[config.mk]
export PLATFORM = sky130hd
export DESIGN_NAME = custom_axi_ip_mc
export DESIGN_NICKNAME = d
export VERILOG_FILES = /design/src/rtl/custom_axi_ip_pkg.sv /design/src/rtl/custom_axi_ip_ch.sv /design/src/rtl/custom_axi_ip_mc.sv
export SDC_FILE = /design/constraint.sdc
export NUM_CORES = 1
export LEC_CHECK = 0
export BUFFER_PORTS_ARGS = -buffer_cell sky130_fd_sc_hd__buf_2
export CORE_MARGIN = 2
export CORE_UTILIZATION = 60
export DETAILED_ROUTE_END_ITERATION = 12
export MAX_ROUTING_LAYER = met4
export PLACE_DENSITY = 0.77
export SETUP_SLACK_MARGIN = 0.3
export SLEW_MARGIN = 20
export SYNTH_ARGS = -nofsm -noshare
export SYNTH_HDL_FRONTEND = slang
export SYNTH_HIERARCHICAL = 1
export SYNTH_SLANG_ARGS = --single-unit
export TNS_END_PERCENT = 50
[constraint.sdc]
create_clock -name clk_i -period 7.89 [get_ports clk_i]
set_input_delay 0.3945 -clock clk_i [delete_from_list [all_inputs] [get_ports clk_i]]
set_output_delay 0.3945 -clock clk_i [all_outputs]
set_load 0.02 [all_outputs]
[src/rtl/custom_axi_ip_pkg.sv]
// Shared types for the multi-channel compute engine: channel status and op encodings.
package custom_axi_ip_pkg;

  typedef enum logic [1:0] {
    ST_IDLE  = 2'd0,
    ST_BUSY  = 2'd1,
    ST_DONE  = 2'd2,
    ST_ERROR = 2'd3
  } status_e;

  typedef enum logic [1:0] {
    OP_INC  = 2'd0,
    OP_ADD  = 2'd1,
    OP_DEC  = 2'd2,
    OP_RSVD = 2'd3
  } op_e;

endpackage

[src/rtl/custom_axi_ip_ch.sv]
// One compute channel: captures a job, iterates the op, flags over/underflow,
// then holds the result and requests write-back until granted.
module custom_axi_ip_ch
  import custom_axi_ip_pkg::*;
#(
  parameter int unsigned DATA_WIDTH  = 32,
  parameter int unsigned BUSY_CYCLES = 1
) (
  input  logic                  clk,
  input  logic                  rst,
  input  logic                  enable,
  input  logic [DATA_WIDTH-1:0] data,
  input  logic [1:0]            mode,
  input  logic [DATA_WIDTH-1:0] step,
  input  logic                  clear_err,
  input  logic                  gnt,
  output logic                  req_c,
  output logic [DATA_WIDTH-1:0] result,
  output status_e               status
);

  localparam int unsigned CNT_W = $clog2(BUSY_CYCLES + 1);

  status_e               state_q, state_d;
  op_e                   op_q, op_d;
  logic [DATA_WIDTH-1:0] work_q, work_d;
  logic [DATA_WIDTH-1:0] step_q, step_d;
  logic [CNT_W-1:0]      cnt_q, cnt_d;
  logic [DATA_WIDTH:0]   op_res;

  // One extra bit so carry (INC/ADD) or borrow (DEC) lands in the MSB
  always_comb begin
    op_res = '0;
    unique case (op_q)
      OP_INC:  op_res = {1'b0, work_q} + (DATA_WIDTH+1)'(1);
      OP_ADD:  op_res = {1'b0, work_q} + {1'b0, step_q};
      OP_DEC:  op_res = {1'b0, work_q} - (DATA_WIDTH+1)'(1);
      default: op_res = '0;
    endcase
  end

  always_comb begin
    state_d = state_q;
    op_d    = op_q;
    work_d  = work_q;
    step_d  = step_q;
    cnt_d   = cnt_q;
    unique case (state_q)
      ST_IDLE: begin
        if (enable) begin
          work_d  = data;
          step_d  = step;
          op_d    = op_e'(mode);
          cnt_d   = CNT_W'(BUSY_CYCLES);
          state_d = (op_e'(mode) == OP_RSVD) ? ST_ERROR : ST_BUSY;
        end
      end
      ST_BUSY: begin
        if (op_res[DATA_WIDTH]) begin
          state_d = ST_ERROR;
        end else begin
          work_d = op_res[DATA_WIDTH-1:0];
          cnt_d  = cnt_q - CNT_W'(1);
          if (cnt_q == CNT_W'(1)) state_d = ST_DONE;
        end
      end
      ST_DONE:  if (gnt) state_d = ST_IDLE;
      ST_ERROR: if (clear_err) state_d = ST_IDLE;
      default:  state_d = ST_IDLE;
    endcase
  end

  always_ff @(posedge clk) begin
    if (rst) begin
      state_q <= ST_IDLE;
      op_q    <= OP_INC;
      work_q  <= '0;
      step_q  <= '0;
      cnt_q   <= '0;
    end else begin
      state_q <= state_d;
      op_q    <= op_d;
      work_q  <= work_d;
      step_q  <= step_d;
      cnt_q   <= cnt_d;
    end
  end

  assign req_c  = (state_q == ST_DONE);
  assign result = work_q;
  assign status = state_q;

endmodule

[src/rtl/custom_axi_ip_mc.sv]
// Multi-channel compute engine: NUM_CH channels sharing one registered
// write-back port through a round-robin arbiter.
module custom_axi_ip_mc
  import custom_axi_ip_pkg::*;
#(
  parameter int unsigned DATA_WIDTH  = 32,
  parameter int unsigned NUM_CH      = 4,
  parameter int unsigned BUSY_CYCLES = 1,
  localparam int unsigned CH_W       = (NUM_CH > 1) ? $clog2(NUM_CH) : 1
) (
  input  logic                         clk_i,
  input  logic                         rst_i,
  input  logic [NUM_CH*DATA_WIDTH-1:0] ipreg_data_i,
  input  logic [NUM_CH-1:0]            enable_i,
  input  logic [NUM_CH*2-1:0]          mode_i,
  input  logic [DATA_WIDTH-1:0]        step_i,
  input  logic [NUM_CH-1:0]            clear_err_i,
  output logic [DATA_WIDTH-1:0]        ipreg_data_o,
  output logic [CH_W-1:0]              ch_sel_o,
  output logic                         wen_o,
  output logic [NUM_CH*2-1:0]          status_o,
  output logic                         err_o
);

  logic [NUM_CH-1:0]     req;
  logic [NUM_CH-1:0]     gnt;
  logic [DATA_WIDTH-1:0] result [NUM_CH];
  status_e               ch_status [NUM_CH];
  logic                  gnt_vld;
  logic [CH_W-1:0]       gnt_idx;
  logic [CH_W-1:0]       cand_idx;
  logic [CH_W-1:0]       ptr_q;

  for (genvar c = 0; c < NUM_CH; c++) begin : g_ch
    custom_axi_ip_ch #(
      .DATA_WIDTH  (DATA_WIDTH),
      .BUSY_CYCLES (BUSY_CYCLES)
    ) u_ch (
      .clk       (clk_i),
      .rst       (rst_i),
      .enable    (enable_i[c]),
      .data      (ipreg_data_i[c*DATA_WIDTH +: DATA_WIDTH]),
      .mode      (mode_i[c*2 +: 2]),
      .step      (step_i),
      .clear_err (clear_err_i[c]),
      .gnt       (gnt[c]),
      .req_c     (req[c]),
      .result    (result[c]),
      .status    (ch_status[c])
    );
  end

  // Round-robin: scan from the channel after the last grant, wrapping once
  always_comb begin
    gnt      = '0;
    gnt_vld  = 1'b0;
    gnt_idx  = '0;
    cand_idx = '0;
    for (int unsigned i = 1; i <= NUM_CH; i++) begin
      cand_idx = CH_W'((32'(ptr_q) + i) % NUM_CH);
      if (!gnt_vld && req[cand_idx]) begin
        gnt_vld = 1'b1;
        gnt_idx = cand_idx;
      end
    end
    if (gnt_vld) gnt[gnt_idx] = 1'b1;
  end

  always_ff @(posedge clk_i) begin
    if (rst_i) begin
      ipreg_data_o <= '0;
      ch_sel_o     <= '0;
      wen_o        <= 1'b0;
      ptr_q        <= CH_W'(NUM_CH - 1);
    end else begin
      wen_o <= gnt_vld;
      if (gnt_vld) begin
        ipreg_data_o <= result[gnt_idx];
        ch_sel_o     <= gnt_idx;
        ptr_q        <= gnt_idx;
      end
    end
  end

  always_comb begin
    status_o = '0;
    err_o    = 1'b0;
    for (int unsigned c = 0; c < NUM_CH; c++) begin
      status_o[c*2 +: 2] = ch_status[c];
      err_o              = err_o | (ch_status[c] == ST_ERROR);
    end
  end

endmodule
# Word-level counts from Yosys, hierarchy flattened
# Cells that the tools add are included.
# totals
reg_bits	313
# op_classes
addsub	20
magnitude_cmp	7
n_eq_ne	44
muxes	78
n_bitwise	4
n_reduce_logical	31
# op_table
operator	count
case mux 33 bit (3 select lines)	4
2-to-1 mux 32 bit	10
case mux 32 bit (2 select lines)	4
adder 32 x 1 -> 33 bit, second input constant	4
adder 32 x 32 -> 33 bit	4
subtractor 32 x 1 -> 33 bit, second input constant	4
binary-select mux 32 bit (select 2 bit)	1
2-to-1 mux 2 bit	28
equality test 2 bit, second input constant	16
inequality test 2 bit, second input constant	16
case mux 2 bit (4 select lines)	4
2-to-1 mux 1 bit	17
equality test 2 x 1 -> 1 bit, second input constant	8
zero test 2 bit	8
AND reduction 4 bit	4
< comparator 2 x 3 -> 1 bit, second input constant	5
inequality test 3 x 1 -> 1 bit, second input constant	4
AND reduction 3 bit	4
binary-select mux 1 bit (select 2 bit)	4
case mux 1 bit (2 select lines)	4
AND reduction 2 bit	4
nonzero test 2 bit	4
adder 2 x 1 -> 2 bit, second input constant	2
adder 2 bit, second input constant	2
other kinds (9)	19

# Depth between registers and ports, before layout
# Gate-level depths: netlist (run 1).
# logic_depth
word_depth	20
mapped_depth	24

# Hierarchy
# Netlist (run 1), hierarchy kept.
# by_module_without_submodules
mod	instances	cells_each	area_per_inst_um2	seq_area_each_um2
custom_axi_ip_ch (g_ch[1].u_ch ...)	2	759	5641.7	1381.3
custom_axi_ip_ch (g_ch[3].u_ch)	1	714	5346.4	1381.3
custom_axi_ip_ch (g_ch[0].u_ch)	1	730	5285.1	1381.3
custom_axi_ip_mc	1	222	2264.7	740.7

# Worst setup path before layout (run 1)
# Ideal clock, no wire load.
# synth_timing
path_type	register -> register
start	register g_ch[3].u_ch.step_q[8]
end	register g_ch[3].u_ch.work_q[30]
setup_time_ns	0.059
arrival_time_ns	4.888
required_ns	7.831
slack_ns	2.944
stages_incl_launch_ff	19
path_buffers	2
cell_sequence	dfxtp_1 > or4_4 > or4_4 > or4_2 > clkbuf_1 > or4_1 > nor3_1 > xnor2_1 > a21oi_1 > ha_1 > a21o_1 > a21o_1 > a21oi_1 > o211a_1 > xnor2_2 > or3_2 > buf_6 > o211ai_1 > o211a_1
# synth_via
elab_chain_cells	4
word_cells_on_any_way	6
cone_classes	add/sub: 1; eq/ne: 1; mux: 3; reduce/logical: 1
# synth_lines
element	line	text
from (decl)	custom_axi_ip_ch.sv:27	logic [DATA_WIDTH-1:0] step_q, step_d;
from (signal assigned)	custom_axi_ip_ch.sv:84	step_q <= step_d;
adder 32 x 32 -> 33 bit *	custom_axi_ip_ch.sv:36	OP_ADD: op_res = {1'b0, work_q} + {1'b0, step_q};
case mux 33 bit (3 select lines) *	custom_axi_ip_ch.sv:34	unique case (op_q)
2-to-1 mux 32 bit or inequality test 2 bit (tied branches)	n/a	
case mux 32 bit (2 select lines) or AND reduction 3 bit (tied branches)	n/a	
to (signal assigned)	custom_axi_ip_ch.sv:83	work_q <= work_d;
to (decl)	custom_axi_ip_ch.sv:26	logic [DATA_WIDTH-1:0] work_q, work_d;
# Every way passes the cells marked *; elsewhere a longest branch is shown, timed or not. The select of a mux whose other input is x is not followed.
# A chain may end at the register's enable or synchronous reset.

# Worst setup path after layout (run 1)
# layout_timing
start	register g_ch[2].u_ch.step_q[2]
end	register g_ch[2].u_ch.work_q[22]
# layout_via
elab_chain_cells	4
word_cells_on_any_way	6
cone_classes	add/sub: 1; eq/ne: 1; mux: 3; reduce/logical: 1
# layout_lines
element	line
from (decl)	custom_axi_ip_ch.sv:27
from (signal assigned)	custom_axi_ip_ch.sv:84
adder 32 x 32 -> 33 bit *	custom_axi_ip_ch.sv:36
case mux 33 bit (3 select lines) *	custom_axi_ip_ch.sv:34
2-to-1 mux 32 bit or inequality test 2 bit (tied branches)	n/a
case mux 32 bit (2 select lines) or AND reduction 3 bit (tied branches)	n/a
to (signal assigned)	custom_axi_ip_ch.sv:83
to (decl)	custom_axi_ip_ch.sv:26
# Marks and branches as above.

==> results of run 1 <==
cell usage in the layout, fill, tap and decap left out, types with 41 or more instances in the layout:
master	count
a211oi_1	57
xnor2_1	133
nor3_1	77
nor2_1	281
a21o_1	41
a22oi_1	58
xor2_1	85
nand2_1	434
ha_1	142
dfxtp_1	313
buf_2	220
inv_1	100
o21ai_0	154
a21oi_1	439
power by group:
part	switching, uW	internal (uW)
sequential	375	1860
combinational	2120	1220
clock	735	984
logic make-up after synthesis:
group / after synthesis / share of synthesized area (%)
AOI/OAI and AO/OA: 1018 / 27.82
xor gates and xnor gates: 219 / 7.964
adders and majority gates: 148 / 7.783
buffers and inverters: 296 / 5.444
DFF: 313 / 25.91
muxes: 36 / 1.490
and+or+nand+nor: 1154 / 23.58
layer usage:
layer / track usage [%] / part of all wire [%] / wire [um]
met1: 52.48 / 41 / 35500
met2: 61.14 / 43 / 36730
met5: - / 0 / 0
met4: 23.45 / 6.8 / 5810
met3: 6.618 / 9.2 / 7897
worst max-delay path by stage:
stage / end / start / depth (start not counted) / slack [ns]
detailed placement: g_ch[2].u_ch/result[22] / g_ch[2].u_ch/step_q[2] / 19 / 1.81
global route: g_ch[2].u_ch/result[22] / g_ch[2].u_ch/step_q[2] / 19 / 1.26
finish: g_ch[2].u_ch/result[22] / g_ch[2].u_ch/step_q[2] / 19 / 1.71
global placement: g_ch[2].u_ch/result[22] / g_ch[2].u_ch/step_q[2] / 19 / 2.08
CTS: g_ch[2].u_ch/result[22] / g_ch[2].u_ch/step_q[2] / 19 / 1.80
floorplan: g_ch[3].u_ch/result[30] / g_ch[3].u_ch/step_q[8] / 18 / 2.94
state kept, by name (all words and copies together), names as in the netlist:
signal / cells
g_ch.u_ch/result: 128
ipreg_data_o: 32
g_ch.u_ch/step_q: 128
g_ch.u_ch/cnt_q: 4
ch_sel_o: 2
g_ch.u_ch/op_q: 8
ptr_q: 2
g_ch.u_ch/status: 8
wen_o: 1
tightest hold or removal path, delay by kind of cell:
kind / cells / cell delay (ns)
AO/OA/AOI/OAI: 1 / 0.05
buffers and inverters: 1 / 0.10
AND/OR/NAND/NOR: 1 / 0.05
layout make-up:
type | instances | area [um2] | share of cell area [%]
Multi-Input combinational cell | 2575 | 16630 | 62.97
Sequential cell | 313 | 6266 | 23.73
Timing Repair Buffer | 242 | 1286 | 4.870
Clock buffer | 53 | 1109 | 4.197
Tap cell | 525 | 656.9 | 2.487
Inverter | 100 | 375.4 | 1.421
Clock inverter | 13 | 86.33 | 0.3269
metrics by stage:
stage	worst slack [ns]	instances	area (um2)
final	1.712	3821	26410
after global routing	1.263	3821	26410
after CTS	1.798	3821	26400
after detailed placement	1.807	3755	25210
after global placement	2.078	3755	25200
after floorplan	2.944	3184	24180
==> metrics, run 1 <==
fmax=about 0.16 GHz; ant diodes=0; Netlist Area Pre-Place=24180 um2; Crit. End Element=flop; Pleak=between 0.01 and 0.015 uW; total CTS buffers=37; Die W=204.7 um; DR DRC count=0; crit path buf inv count=0; critical path cell sequence=nor4_1 > nand2b_1 > or4_1 > or3_1 > nor2_1 > nand3b_1 > nor3_1 > xnor2_1 > a21oi_1 > ha_1 > a21oi_1 > nand2_1 > o32ai_1 > o211ai_1 > o31ai_1 > or4_1 > nand2_8 > o22ai_1 > nor3_1; top-area cell type share of the netlist area=25.91%; initial antenna violation count=0; Max Slew Vio Count=0; die area=between 40000 and 50000 um2; CP peak stage delay=0.77 ns; number of fill cells=~3500; Core Area=39730 um2; Hold Path Depth=3; CP Class=reg2reg; Arr. time, crit path=6.59 ns; Ports=222; Max Clock Skew=0.01511 ns; Avg WL per Cell=22.49 um; critical path's top delay family=simple AND/OR/NAND/NOR gates; final setup fails=0; Vias/cell=6.507; biggest area consumer among synthesized cells=dfxtp_1; Post-Syn Area per Cell=7.594 um2; count leader, synth=a21oi_1; cts hold-fix bufs=0; Synth Register Bits=313; largest net degree at the start of global routing=175; RSZ-0062 raised after global routing=no; CTS clk-pin slew, worst paths=around 0.06 ns; HPWL after DPL=65.23 mm; syn nets=3510; GPL Wtd Cong=between 1 and 1.5; FFs w/ async S/R, synth=0%; DR pass1 iterations=6; outcome=finished clean; Synth-to-Final Area Change=9.226%; Cell variety after synth=98; TNS Setup=0 ns; Root Driver=clkbuf_16; row cnt=between 70 and 80; Post-CTS Resized=0; starting density of the core=60.86%; Die H=204.7 um; Bufs on Longest Clock Path=3; Hold Path End=g_ch[0].u_ch/op_q[1]; crit path launch type=flop; slowest CP cell=or4_1; grt total ovfl=0; Total Wirelength=85.93 mm; YS warnings=6; CTS tree=built; Fin. Hold Viols=0; vias in the first global route=23051; period utilisation layout=78.30%; gate count of the mapped netlist=3184; Design Power=roughly 7300 uW; max_cap viols=0; pwr dens=275.9 nW/um2; R2R Setup Slk=1.71 ns; sequential cell area fraction in the yosys report=25.91%; Post-synth top cells=a21oi_1, nand2_1, dfxtp_1, nor2_1, o21ai_0; VDD IR-drop max=0.0001639 V; Skew-Pair Late Insertion Delay=0.56 ns; Post-synth EDFFs=0; FF-to-FF path depth=19; Post-synth top flop=dfxtp_1; Setup Buffers After CTS=0; Total GRT Usage=between 40% and 50%; slew margin rel.=23.97%; WHS=roughly 0.09 ns; Hold Crit Class=in2reg; via count=24864; Buffers on Ports=around 220; total clock sinks=313; first-pass GRT wire length=roughly 130 mm; data required time of the worst path=8.30 ns; Final Util=66.47%; reg2reg start=g_ch[2].u_ch/step_q[2]; DR iter-0 viols=about 2800; DRT antenna net count=0; nets=3595; share of layout cells above drive strength 1=between 10% and 20%; reg-to-reg endpoint=g_ch[2].u_ch/result[22]; Slew @ Worst Pin=1.134 ns; Hold Crit Start=mode_i[1]; Crit Path Max Fanout=31; H-Tree Level Count=2; Tmin final=a little over 6 ns; Synth area leaders=dfxtp_1, a21oi_1, ha_1
No activity file was read; power rests on OpenSTA's default activity.
==> inputs of run 2 (changes only) <==
- CORE_UTILIZATION: 60 -> 55
- PLACE_DENSITY: 0.77 -> 0.75
- clock period: 7.89 -> 5.3 ns (I/O delays scaled with it)
==> metrics, run 2 (synthesis gave the netlist of run 1 again) <==
outcome=finished clean (unchanged); final setup fails=0 (unchanged); crit path buf inv count=3 (was 0); Crit. End Element=flop (unchanged); number of fill cells=3854 (was 3480); crit path launch type=flop (unchanged); critical path's top delay family=simple AND/OR/NAND/NOR gates (unchanged); Core Area=43270 um2 (was 39730 um2); GPL Wtd Cong=1.038 (was 1.040); nets=3713 (was 3595); Root Driver=clkbuf_16 (unchanged); HPWL after DPL=68.14 mm (was 65.23 mm); first-pass GRT wire length=133.5 mm (was 129.9 mm); Die W=213.7 um (was 204.7 um); Max Clock Skew=0.02593 ns (was 0.01511 ns); share of layout cells above drive strength 1=19.21% (was 15.02%); total clock sinks=313 (unchanged); TNS Setup=0 ns (unchanged); Fin. Hold Viols=0 (unchanged); Ports=222 (unchanged); Slew @ Worst Pin=1.017 ns (was 1.134 ns); Skew-Pair Late Insertion Delay=0.57 ns (was 0.56 ns); period utilisation layout=93.22% (was 78.30%); vias in the first global route=22840 (was 23051); Arr. time, crit path=5.36 ns (was 6.59 ns); grt total ovfl=0 (unchanged); max_cap viols=0 (unchanged); ant diodes=0 (unchanged); via count=25491 (was 24864); Vias/cell=6.373 (was 6.507); most frequent cells in the layout=nand2_1, a21oi_1, dfxtp_1 (was a21oi_1, nand2_1, dfxtp_1); CP Class=reg2reg (unchanged); DR DRC count=0 (unchanged); VDD IR-drop max=0.0002272 V (was 0.0001639 V); starting density of the core=55.88% (was 60.86%); Tmin final=4.941 ns (was 6.178 ns); Hold Crit Class=in2reg (unchanged); fmax=0.2024 GHz (was 0.1619 GHz); Total Wirelength=91.08 mm (was 85.93 mm); H-Tree Level Count=2 (unchanged); WHS=0.01756 ns (was 0.08755 ns); Avg WL per Cell=22.77 um (was 22.49 um); initial antenna violation count=0 (unchanged); Total GRT Usage=39.42% (was 40.97%); Pleak=0.01140 uW (was 0.01076 uW); Die H=213.7 um (was 204.7 um); slowest CP cell=or4b_4 (was or4_1); row cnt=76 (was 73); Synth-to-Final Area Change=16.34% (was 9.226%); CTS clk-pin slew, worst paths=0.07 ns (was 0.06 ns); Crit Path Max Fanout=8 (was 31); Worst Slack Setup Final=0.3592 ns (was 1.712 ns); largest net degree at the start of global routing=146 (was 175); DR iter-0 viols=2581 (was 2818); CTS tree=built (unchanged); most common cell after layout, fill and taps aside=nand2_1 (was a21oi_1); Bufs on Longest Clock Path=3 (unchanged); die area=45650 um2 (was 41920 um2); Buffers on Ports=221 (unchanged); DRT antenna net count=0 (unchanged); Place WS=0.05917 ns (was 1.807 ns); RSZ-0062 raised after global routing=yes (was no); pwr dens=409.6 nW/um2 (was 275.9 nW/um2); DR pass1 iterations=8 (was 6); critical path cell sequence=or4_4 > or3_4 > buf_4 > nand2b_1 > or4b_4 > nor2_2 > xnor2_1 > a21oi_2 > ha_4 > nand4_1 > nor2b_2 > o32ai_2 > or4_4 > o31ai_4 > or4_4 > buf_4 > nand2_8 > buf_4 > nor2_2 > nor4_2 (was nor4_1 > nand2b_1 > or4_1 > or3_1 > nor2_1 > nand3b_1 > nor3_1 > xnor2_1 > a21oi_1 > ha_1 > a21oi_1 > nand2_1 > o32ai_1 > o211ai_1 > o31ai_1 > or4_1 > nand2_8 > o22ai_1 > nor3_1); data required time of the worst path=5.72 ns (was 8.30 ns); slew margin rel.=32.18% (was 23.97%); CP peak stage delay=0.56 ns (was 0.77 ns); total CTS buffers=38 (was 37); Max Slew Vio Count=0 (unchanged)
## run 2: cell count changes in the layout (fill, tap and decap cells not counted), moves of 6 or more
cell,delta
a21oi_1,-15
a21oi_2,+14
buf_4,+67
dlygate4sd3_1,+37
ha_1,-11
ha_4,+7
nor3_1,-9
nor3_2,+9
nor4_1,-12
nor4_2,+8
o21ai_0,-7
o21ai_1,+6
or4_4,+7
## run 2: tightest hold or removal path: stages
cell and delay [ns]:
buf_2 0.09, nor2_1 0.06, nor4_2 0.12
## run 2: metal layers
metal	track usage [%]	wire length [um]	part of all wire [%]
met3	6.796	8077	8.9
met4	21.05	6204	6.8
met1	51.18	37760	41
met5	-	0	0
met2	58.50	39040	43
## run 2: what timing repair did
action	CTS	global route
buffers inserted	0	20
endpoints found under the hold margin	36	0
setup endpoints to repair	94	133
pin swaps	1	38
cloned	2	6
hold buffers	37	0
gates resized for setup	16	106
## run 2: worst paths after layout
check                           slack (ns)                     end  depth (start not counted)                    from
worst max register to register        0.36  g_ch[1].u_ch/result[9]                         20  g_ch[1].u_ch/step_q[8]
worst max-delay path                  0.36  g_ch[1].u_ch/result[9]                         20  g_ch[1].u_ch/step_q[8]
worst min-delay path                  0.02  g_ch[1].u_ch/result[7]                          3        ipreg_data_i[39]
worst min register to register        0.48  g_ch[0].u_ch/step_q[9]                          2  g_ch[0].u_ch/step_q[9]
## run 2: power by group
part | leakage (uW) | switching (uW) | total [uW] | internal [uW]
sequential | 0.00258 | 585 | 3350 | 2760
combinational | 0.00821 | 3330 | 5410 | 2080
clock | 0.000612 | 1150 | 2760 | 1610
## run 2: cell type report
| class | count | area, um2 | area share, % |
|---|---|---|---|
| clock inverter | 18 | 221.5 | 0.7873 |
| sequential | 313 | 6269 | 22.28 |
| multi-input combinational | 2583 | 17230 | 61.26 |
| tap | 585 | 732.0 | 2.602 |
| timing repair buffer | 351 | 2245 | 7.979 |
| clock buffer | 50 | 1057 | 3.758 |
| inverter | 100 | 375.4 | 1.334 |
## run 2: stage by stage
stage	utilization [%]	power (uW)	area, um2	cells
6_report	65.02	11520	28130	4000
2_1_floorplan	-	6838	24180	3184
3_3_place_gp	59.30	8216	25660	3866
4_1_cts	63.32	11130	27400	3973
5_1_grt	65.02	12090	28130	4000
3_5_place_dp	59.30	8311	25660	3866
